File: config.mk
export PLATFORM = sky130hd
export DESIGN_NAME = chip_idle_ctrl
export DESIGN_NICKNAME = d
export VERILOG_FILES = /design/src/rtl/chip_idle_ctrl.sv
export SDC_FILE = /design/constraint.sdc
export NUM_CORES = 1
export LEC_CHECK = 0
export BUFFER_PORTS_ARGS = -buffer_cell sky130_fd_sc_hd__buf_2
export CAP_MARGIN = 20
export CORE_MARGIN = 3
export CORE_UTILIZATION = 40
export CTS_BUF_LIST = sky130_fd_sc_hd__clkbuf_4 sky130_fd_sc_hd__clkbuf_8 sky130_fd_sc_hd__clkbuf_16
export CTS_CLUSTER_SIZE = 25
export DETAILED_ROUTE_END_ITERATION = 8
export HOLD_SLACK_MARGIN = 0.02
export PLACE_DENSITY = 0.7
export SETUP_SLACK_MARGIN = 0.15
export SLEW_MARGIN = 30
export SYNTH_ARGS = -nofsm -noshare
export SYNTH_HDL_FRONTEND = slang
export SYNTH_SLANG_ARGS = --single-unit
File: constraint.sdc
create_clock -name clk -period 4.8 [get_ports clk]
set_input_delay 0 -clock clk [delete_from_list [all_inputs] [get_ports clk]]
set_output_delay 0 -clock clk [all_outputs]
set_load 0.005 [all_outputs]
File: src/rtl/chip_idle_ctrl.sv
// chip_idle_ctrl: filters the chip idle flag, counts consecutive idle cycles and runs the PMU req/ack handshake.
// Latency: chip_is_idle rise to lp_req is SYNC_STAGES + idle_thresh + 2 cycles. Every output is registered.
// Backpressure: the PMU paces entry and exit through lp_ack. EXIT holds until lp_ack drops, so each new request starts with ack low.
//
// Ports:
//   clk, rstn      free-running clock and asynchronous active-low reset
//   chip_is_idle   raw idle flag from the idle detector (synchronised here)
//   idle_en        enables automatic entry. Low acts as a wake condition.
//   idle_thresh    consecutive synced idle cycles required before requesting
//   wake_req       external wake level
//   lp_ack         PMU acknowledge
//   lp_req         low-power request to the PMU
//   clk_gate_en    downstream clocks may be gated (SLEEP only)
//   idle_state     FSM state: RUN=0 COUNT=1 REQ=2 SLEEP=3 EXIT=4
//   idle_cnt       current idle counter (saturating)
//   lp_entry_cnt   saturating count of SLEEP entries
module chip_idle_ctrl #(
  parameter int IDLE_CNT_W  = 16,
  parameter int SYNC_STAGES = 2,   // must be >= 1
  parameter int ENTRY_CNT_W = 8
) (
  input  logic                   clk,
  input  logic                   rstn,
  input  logic                   chip_is_idle,
  input  logic                   idle_en,
  input  logic [IDLE_CNT_W-1:0]  idle_thresh,
  input  logic                   wake_req,
  input  logic                   lp_ack,
  output logic                   lp_req,
  output logic                   clk_gate_en,
  output logic [2:0]             idle_state,
  output logic [IDLE_CNT_W-1:0]  idle_cnt,
  output logic [ENTRY_CNT_W-1:0] lp_entry_cnt
);

  typedef enum logic [2:0] {
    ST_RUN   = 3'd0,
    ST_COUNT = 3'd1,
    ST_REQ   = 3'd2,
    ST_SLEEP = 3'd3,
    ST_EXIT  = 3'd4
  } state_t;

  state_t                 r_state;
  state_t                 w_state_nxt;
  logic [SYNC_STAGES-1:0] r_sync;
  logic [IDLE_CNT_W-1:0]  r_idle_cnt;
  logic [IDLE_CNT_W-1:0]  w_idle_cnt_nxt;
  logic [ENTRY_CNT_W-1:0] r_entry_cnt;
  logic [ENTRY_CNT_W-1:0] w_entry_cnt_nxt;
  logic                   r_lp_req;
  logic                   w_lp_req_nxt;
  logic                   r_clk_gate_en;
  logic                   w_clk_gate_en_nxt;
  logic                   w_idle_s;
  logic                   w_wake;
  logic                   w_cnt_max;
  logic                   w_entry_max;

  // Idle flag synchroniser. Reset state reads "not idle".
  always_ff @(posedge clk or negedge rstn) begin
    if (!rstn) begin
      r_sync <= '0;
    end else begin
      r_sync[0] <= chip_is_idle;
      for (int i = 1; i < SYNC_STAGES; i++) begin
        r_sync[i] <= r_sync[i-1];
      end
    end
  end

  assign w_idle_s    = r_sync[SYNC_STAGES-1];
  assign w_wake      = !w_idle_s || wake_req || !idle_en;
  assign w_cnt_max   = &r_idle_cnt;
  assign w_entry_max = &r_entry_cnt;

  // Next state and next output values. The outputs are then registered, so they reflect
  // the state being entered on this edge.
  always_comb begin
    w_state_nxt       = r_state;
    w_idle_cnt_nxt    = r_idle_cnt;
    w_entry_cnt_nxt   = r_entry_cnt;
    w_lp_req_nxt      = 1'b0;
    w_clk_gate_en_nxt = 1'b0;
    case (r_state)
      ST_RUN: begin
        if (!w_wake) begin
          w_state_nxt    = ST_COUNT;
          w_idle_cnt_nxt = '0;
        end
      end
      ST_COUNT: begin
        if (w_wake) begin
          w_state_nxt    = ST_RUN;
          w_idle_cnt_nxt = '0;
        end else if (r_idle_cnt == idle_thresh) begin
          w_state_nxt  = ST_REQ;
          w_lp_req_nxt = 1'b1;
        end else if (!w_cnt_max) begin
          // Saturates rather than wraps. A threshold lowered below the count is never matched.
          w_idle_cnt_nxt = r_idle_cnt + 1'b1;
        end
      end
      ST_REQ: begin
        w_lp_req_nxt = 1'b1;
        // An abort takes priority over an ack that arrives in the same cycle.
        if (w_wake) begin
          w_state_nxt  = ST_EXIT;
          w_lp_req_nxt = 1'b0;
        end else if (lp_ack) begin
          w_state_nxt       = ST_SLEEP;
          w_clk_gate_en_nxt = 1'b1;
          if (!w_entry_max) begin
            w_entry_cnt_nxt = r_entry_cnt + 1'b1;
          end
        end
      end
      ST_SLEEP: begin
        w_lp_req_nxt      = 1'b1;
        w_clk_gate_en_nxt = 1'b1;
        if (w_wake) begin
          w_state_nxt       = ST_EXIT;
          w_lp_req_nxt      = 1'b0;
          w_clk_gate_en_nxt = 1'b0;
        end
      end
      ST_EXIT: begin
        // Drain the PMU ack so the next request always starts from ack low.
        if (!lp_ack) begin
          w_state_nxt    = ST_RUN;
          w_idle_cnt_nxt = '0;
        end
      end
      default: begin
        w_state_nxt     = ST_RUN;
        w_idle_cnt_nxt  = '0;
        w_entry_cnt_nxt = '0;
      end
    endcase
  end

  always_ff @(posedge clk or negedge rstn) begin
    if (!rstn) begin
      r_state       <= ST_RUN;
      r_idle_cnt    <= '0;
      r_entry_cnt   <= '0;
      r_lp_req      <= 1'b0;
      r_clk_gate_en <= 1'b0;
    end else begin
      r_state       <= w_state_nxt;
      r_idle_cnt    <= w_idle_cnt_nxt;
      r_entry_cnt   <= w_entry_cnt_nxt;
      r_lp_req      <= w_lp_req_nxt;
      r_clk_gate_en <= w_clk_gate_en_nxt;
    end
  end

  assign lp_req       = r_lp_req;
  assign clk_gate_en  = r_clk_gate_en;
  assign idle_state   = r_state;
  assign idle_cnt     = r_idle_cnt;
  assign lp_entry_cnt = r_entry_cnt;

endmodule

==> report_table.html <==
<table>
<tr><th>Metric</th><th>Value</th></tr>
<tr><th colspan="2">Clocking</th></tr>
<tr><td>Total number of clock tree sinks</td><td>31</td></tr>
<tr><td>Clock transition at the registers of the reported paths</td><td>0.06 ns</td></tr>
<tr><td>Clock Latency Late Sink</td><td>0.29 ns</td></tr>
<tr><td>Clock Root Buffer</td><td>clkbuf_8</td></tr>
<tr><td>CTS resizes</td><td>0</td></tr>
<tr><td>Number of H-tree branching levels</td><td>2</td></tr>
<tr><td>Bufs on Longest Clock Path</td><td>2</td></tr>
<tr><td>TritonCTS clock tree</td><td>done</td></tr>
<tr><td>Cts bufs inserted</td><td>5</td></tr>
<tr><th colspan="2">Routing</th></tr>
<tr><td>DRC errors left</td><td>0</td></tr>
<tr><td>Avg Vias per Cell</td><td>5.84</td></tr>
<tr><td>Number of DRC markers after the initial detailed-route iteration</td><td>202</td></tr>
<tr><td>Routed wire length on met2</td><td>2430 um</td></tr>
<tr><td>Number of optimization iterations in the first detailed-route pass</td><td>4</td></tr>
<tr><td>Sum of met3 wire segment lengths after detailed routing</td><td>390 um</td></tr>
<tr><td>Post-Route M1 WL</td><td>2530 um</td></tr>
<tr><td>Total via count after detailed routing</td><td>2010</td></tr>
<tr><td>Antenna Nets Post-Route</td><td>0</td></tr>
<tr><td>Top layer used by detailed routing</td><td>met4</td></tr>
<tr><td>Overall routed net length</td><td>5470 um</td></tr>
<tr><td>Final routed wire length divided by cell count</td><td>15.9 um</td></tr>
<tr><th colspan="2">Min path</th></tr>
<tr><td>Worst min-delay path class</td><td>primary input to flop</td></tr>
<tr><td>Hold Path Stages</td><td>3</td></tr>
<tr><td>Start point of the worst hold path</td><td>wake_req</td></tr>
<tr><td>Endpoint with the worst hold slack</td><td>idle_state[0]$_DFFE_PN0P_</td></tr>
<tr><th colspan="2">Synth</th></tr>
<tr><td>Post-synthesis share of cell area spent on and, or, nand and nor gates</td><td>0.294</td></tr>
<tr><td>Post-synthesis adder-cell area fraction</td><td>0.0125</td></tr>
<tr><td>Dominant combinational cell family by area after synthesis</td><td>simple AND/OR/NAND/NOR gates</td></tr>
<tr><td>Share of the synthesized netlist area taken by xor and xnor gates</td><td>0.0700</td></tr>
<tr><td>Async set or reset register ratio after synthesis</td><td>1.00</td></tr>
<tr><td>Library cell occupying the most area in the post-synthesis netlist</td><td>dfrtp_1</td></tr>
<tr><td>Most frequently used cell type in the post-synthesis netlist</td><td>dfrtp_1</td></tr>
<tr><td>Multiplexer area fraction after synthesis</td><td>0</td></tr>
<tr><td>Mapped cell area</td><td>2000 um2</td></tr>
<tr><td>Mapped Avg Cell Area</td><td>8.52 um2</td></tr>
<tr><td>Fraction of the yosys area taken by sequential cells</td><td>0.388</td></tr>
<tr><td>Commonest cells post-synth</td><td>dfrtp_1 (31), nand2_1 (25), nand3_1 (21)</td></tr>
<tr><td>Most frequently used flop master after synthesis</td><td>dfrtp_1</td></tr>
<tr><td>Flip-flop and latch count after synthesis</td><td>31</td></tr>
<tr><td>Net count of the mapped netlist</td><td>259</td></tr>
<tr><td>Compound-Gate Fraction of Synth Area</td><td>0.182</td></tr>
<tr><td>Number of warnings reported in the yosys synthesis log</td><td>0</td></tr>
<tr><td>Biggest area contributors in the synthesized netlist</td><td>dfrtp_1 (39%), xor2_1 (7.0%), nand3_1 (5.3%), nand2_1 (4.7%), o21ai_0 (4.3%)</td></tr>
<tr><td>Area share of the largest cell type after synthesis</td><td>0.388</td></tr>
<tr><td>Count of unique library cells instantiated by Yosys</td><td>46</td></tr>
<tr><td>Synthesized netlist cell count</td><td>235</td></tr>
<tr><td>EDFF count, synth</td><td>0</td></tr>
<tr><th colspan="2">Setup path</th></tr>
<tr><td>Reg2Reg Launch Point</td><td>idle_cnt[6]$_DFFE_PN0P_</td></tr>
<tr><td>Slack of the worst reg-to-reg path</td><td>2.48 ns</td></tr>
<tr><td>Setup Crit Path Kind</td><td>flop to flop</td></tr>
<tr><td>Critical path required time</td><td>4.96 ns</td></tr>
<tr><td>Worst setup EP type</td><td>flop</td></tr>
<tr><td>Critical path data arrival time</td><td>2.49 ns</td></tr>
<tr><td>Worst Path Max Fanout</td><td>19</td></tr>
<tr><td>Startpoint Class</td><td>flop</td></tr>
<tr><td>Endpoint of the worst register-to-register path</td><td>idle_cnt[12]$_DFFE_PN0P_</td></tr>
<tr><td>FF-to-FF path depth</td><td>5</td></tr>
<tr><th colspan="2">Placement</th></tr>
<tr><td>Number of input and output port buffers inserted</td><td>50</td></tr>
<tr><td>Hpwl dp</td><td>3780 um</td></tr>
<tr><td>Placed cell count</td><td>333</td></tr>
<tr><td>RePlAce Congestion</td><td>0.894</td></tr>
<tr><th colspan="2">Global routing</th></tr>
<tr><td>Overall track demand over capacity in global routing</td><td>0.187</td></tr>
<tr><td>Global route overflow</td><td>0</td></tr>
<tr><td>Number of antenna violations at the first check in global routing</td><td>0</td></tr>
<tr><td>First-pass GRT wire length</td><td>8880 um</td></tr>
<tr><td>Largest net degree at the start of global routing</td><td>32</td></tr>
<tr><td>Number of global-route vias before repair</td><td>1793</td></tr>
<tr><th colspan="2">STA</th></tr>
<tr><td>Share of the cycle needed by the critical path after routing</td><td>0.484</td></tr>
<tr><td>Worst slew margin</td><td>0.494</td></tr>
<tr><td>Slew Viols, Final</td><td>0</td></tr>
<tr><td>Final number of hold-violating endpoints</td><td>0</td></tr>
<tr><td>Largest clock skew in the final design</td><td>0.00593 ns</td></tr>
<tr><td>Minimum clock period after layout</td><td>2.32 ns</td></tr>
<tr><td>Accumulated negative setup slack</td><td>0 ns</td></tr>
<tr><td>Worst-margin pin slew</td><td>0.760 ns</td></tr>
<tr><td>Setup violators final</td><td>0</td></tr>
<tr><td>Achievable clock frequency</td><td>0.430 GHz</td></tr>
<tr><td>Setup repair after global routing missed its margin</td><td>false</td></tr>
<tr><th colspan="2">Layout</th></tr>
<tr><td>Sequential cell area in the final layout</td><td>776 um2</td></tr>
<tr><td>Number of nets in the final layout</td><td>300</td></tr>
<tr><td>Number of inserted filler cells in the final layout</td><td>473</td></tr>
<tr><td>Area growth syn-to-layout</td><td>18.3%</td></tr>
<tr><td>Count of inserted antenna diode cells</td><td>0</td></tr>
<tr><td>Layout cells sized above 1</td><td>0.238</td></tr>
<tr><td>Final non-filler cell total</td><td>344</td></tr>
<tr><td>Multi-input gate area</td><td>1120 um2</td></tr>
<tr><th colspan="2">Floorplanning</th></tr>
<tr><td>Effective utilization at floorplan</td><td>0.418</td></tr>
<tr><td>Die Ht</td><td>76.7 um</td></tr>
<tr><td>Die Span X</td><td>76.7 um</td></tr>
<tr><td>Number of top-level pins</td><td>51</td></tr>
<tr><td>Die ar.</td><td>5890 um2</td></tr>
<tr><td>Number of standard-cell rows in the floorplan</td><td>25</td></tr>
<tr><td>Core area</td><td>4790 um2</td></tr>
<tr><th colspan="2">Power and ir drop</th></tr>
<tr><td>Switching part of the total power</td><td>0.252</td></tr>
<tr><td>Clock share of power</td><td>0.386</td></tr>
<tr><td>Cell internal pwr</td><td>0.406 mW</td></tr>
<tr><td>Proportion of power drawn by flip-flops and latches</td><td>0.513</td></tr>
<tr><td>Combinational group share of total power</td><td>0.100</td></tr>
<tr><td>Power per standard cell area</td><td>229 nW/um2</td></tr>
<tr><td>Switching component of the power</td><td>0.137 mW</td></tr>
<tr><td>Leak</td><td>1.10 nW</td></tr>
<tr><td>Maximum VDD drop</td><td>131 uV</td></tr>
<tr><th colspan="2">Flow run</th></tr>
<tr><td>Max-capacitance violation count</td><td>0</td></tr>
<tr><th colspan="2">Outcome</th></tr>
<tr><td>Outcome</td><td>finished clean</td></tr>
</table>
==> per-layer routing <==
metal,vias up,GRT usage
li1,960,-
met1,950,0.259
met3,12,0.0423
met2,88,0.275
met4,0,0.0833
met5,-,0
==> how the worst max path moves through the flow <==
stage                                startpoint                     endpoint  slack, ns
finish                  idle_cnt[6]$_DFFE_PN0P_     idle_cnt[12]$_DFFE_PN0P_       2.48
global route            idle_cnt[3]$_DFFE_PN0P_     idle_cnt[15]$_DFFE_PN0P_       2.23
CTS                     idle_cnt[3]$_DFFE_PN0P_     idle_cnt[12]$_DFFE_PN0P_       2.50
detailed placement      idle_cnt[3]$_DFFE_PN0P_     idle_cnt[12]$_DFFE_PN0P_       2.50
global placement        idle_cnt[3]$_DFFE_PN0P_     idle_cnt[15]$_DFFE_PN0P_       2.52
floorplan           lp_entry_cnt[0]$_DFFE_PN0P_  lp_entry_cnt[2]$_DFFE_PN0P_       2.91
==> power by group through the flow <==
stage | Sequential [mW] | Combinational [mW] | Clock (mW)
global placement | 0.283 | 0.0519 | 0
CTS | 0.278 | 0.0548 | 0.215
global route | 0.279 | 0.0605 | 0.227
floorplan | 0.282 | 0.0247 | 0
detailed placement | 0.283 | 0.0525 | 0
finish | 0.279 | 0.0545 | 0.209
==> area by class of cell <==
type	instances	share of cell area
Clock buffer	7	0.0354
Inverter	3	0.00475
Multi-Input combinational cell	181	0.473
Clock inverter	1	0.00211
Tap cell	67	0.0354
Timing Repair Buffer	54	0.122
Sequential cell	31	0.328
==> cells by family (layout without fill, tap and decap cells) <==
family / after synthesis / in the layout
adders and majority gates: 2 / 2
xor gates and xnor gates: 16 / 16
DFF: 31 / 31
AOI/OAI and AO/OA: 54 / 54
buffers and inverters: 23 / 65
and+or+nand+nor: 109 / 109
==> per-stage QoR <==
step | setup slack (ns) | power (mW) | hold slack (ns) | util | cell area, um2
finish | 2.48 | 0.543 | 0.132 | 0.495 | 2370
global route | 2.23 | 0.567 | 0.177 | 0.495 | 2370
global placement | 2.52 | 0.335 | 0.0932 | 0.469 | 2250
CTS | 2.50 | 0.547 | 0.130 | 0.494 | 2360
detailed placement | 2.50 | 0.335 | 0.0934 | 0.469 | 2250
floorplan | 2.91 | 0.306 | -0.296 | - | 2000
==> sequential cells by signal (all words and copies together), names as in the netlist <==
| signal | flops |
|---|---|
| r_sync | 2 |
| lp_entry_cnt | 8 |
| idle_state | 3 |
| idle_cnt | 16 |
| lp_req | 1 |
| clk_gate_en | 1 |
==> worst max-delay path, stage by stage, from the launching register on <==
cell     delay (ns)
dfrtp_1        0.51
xor2_1         0.19
nor4_1         0.48
nand4_2        0.55
a32oi_1        0.38
o21ai_1        0.09
==> cells in the final DEF, fill, tap and decap left out, types with 3 or more instances in the layout <==
| master | Yosys | final |
|---|---|---|
| buf_2 | 8 | 50 |
| nor4_1 | 8 | 8 |
| clkbuf_8 | 0 | 5 |
| nor3_1 | 6 | 6 |
| xor2_1 | 16 | 16 |
| nand4_1 | 8 | 8 |
| o311ai_0 | 6 | 6 |
| or4_1 | 3 | 3 |
| dfrtp_1 | 31 | 31 |
| a31oi_1 | 5 | 5 |
| dlygate4sd3_1 | 0 | 3 |
| nand2_1 | 25 | 25 |
| inv_1 | 3 | 3 |
| o21ai_0 | 17 | 16 |
| nand3_1 | 21 | 21 |
| o31ai_1 | 4 | 4 |
| nand4b_1 | 3 | 3 |
| nor2_1 | 16 | 16 |
| o211ai_1 | 3 | 3 |
| a32oi_1 | 4 | 4 |
==> repair_timing <==
item / CTS / global route
hold endpoints to repair: 33 / 0
buffers inserted: 0 / 0
hold buffers: 3 / 0
Note: power is estimated with default switching activity, not from simulation.
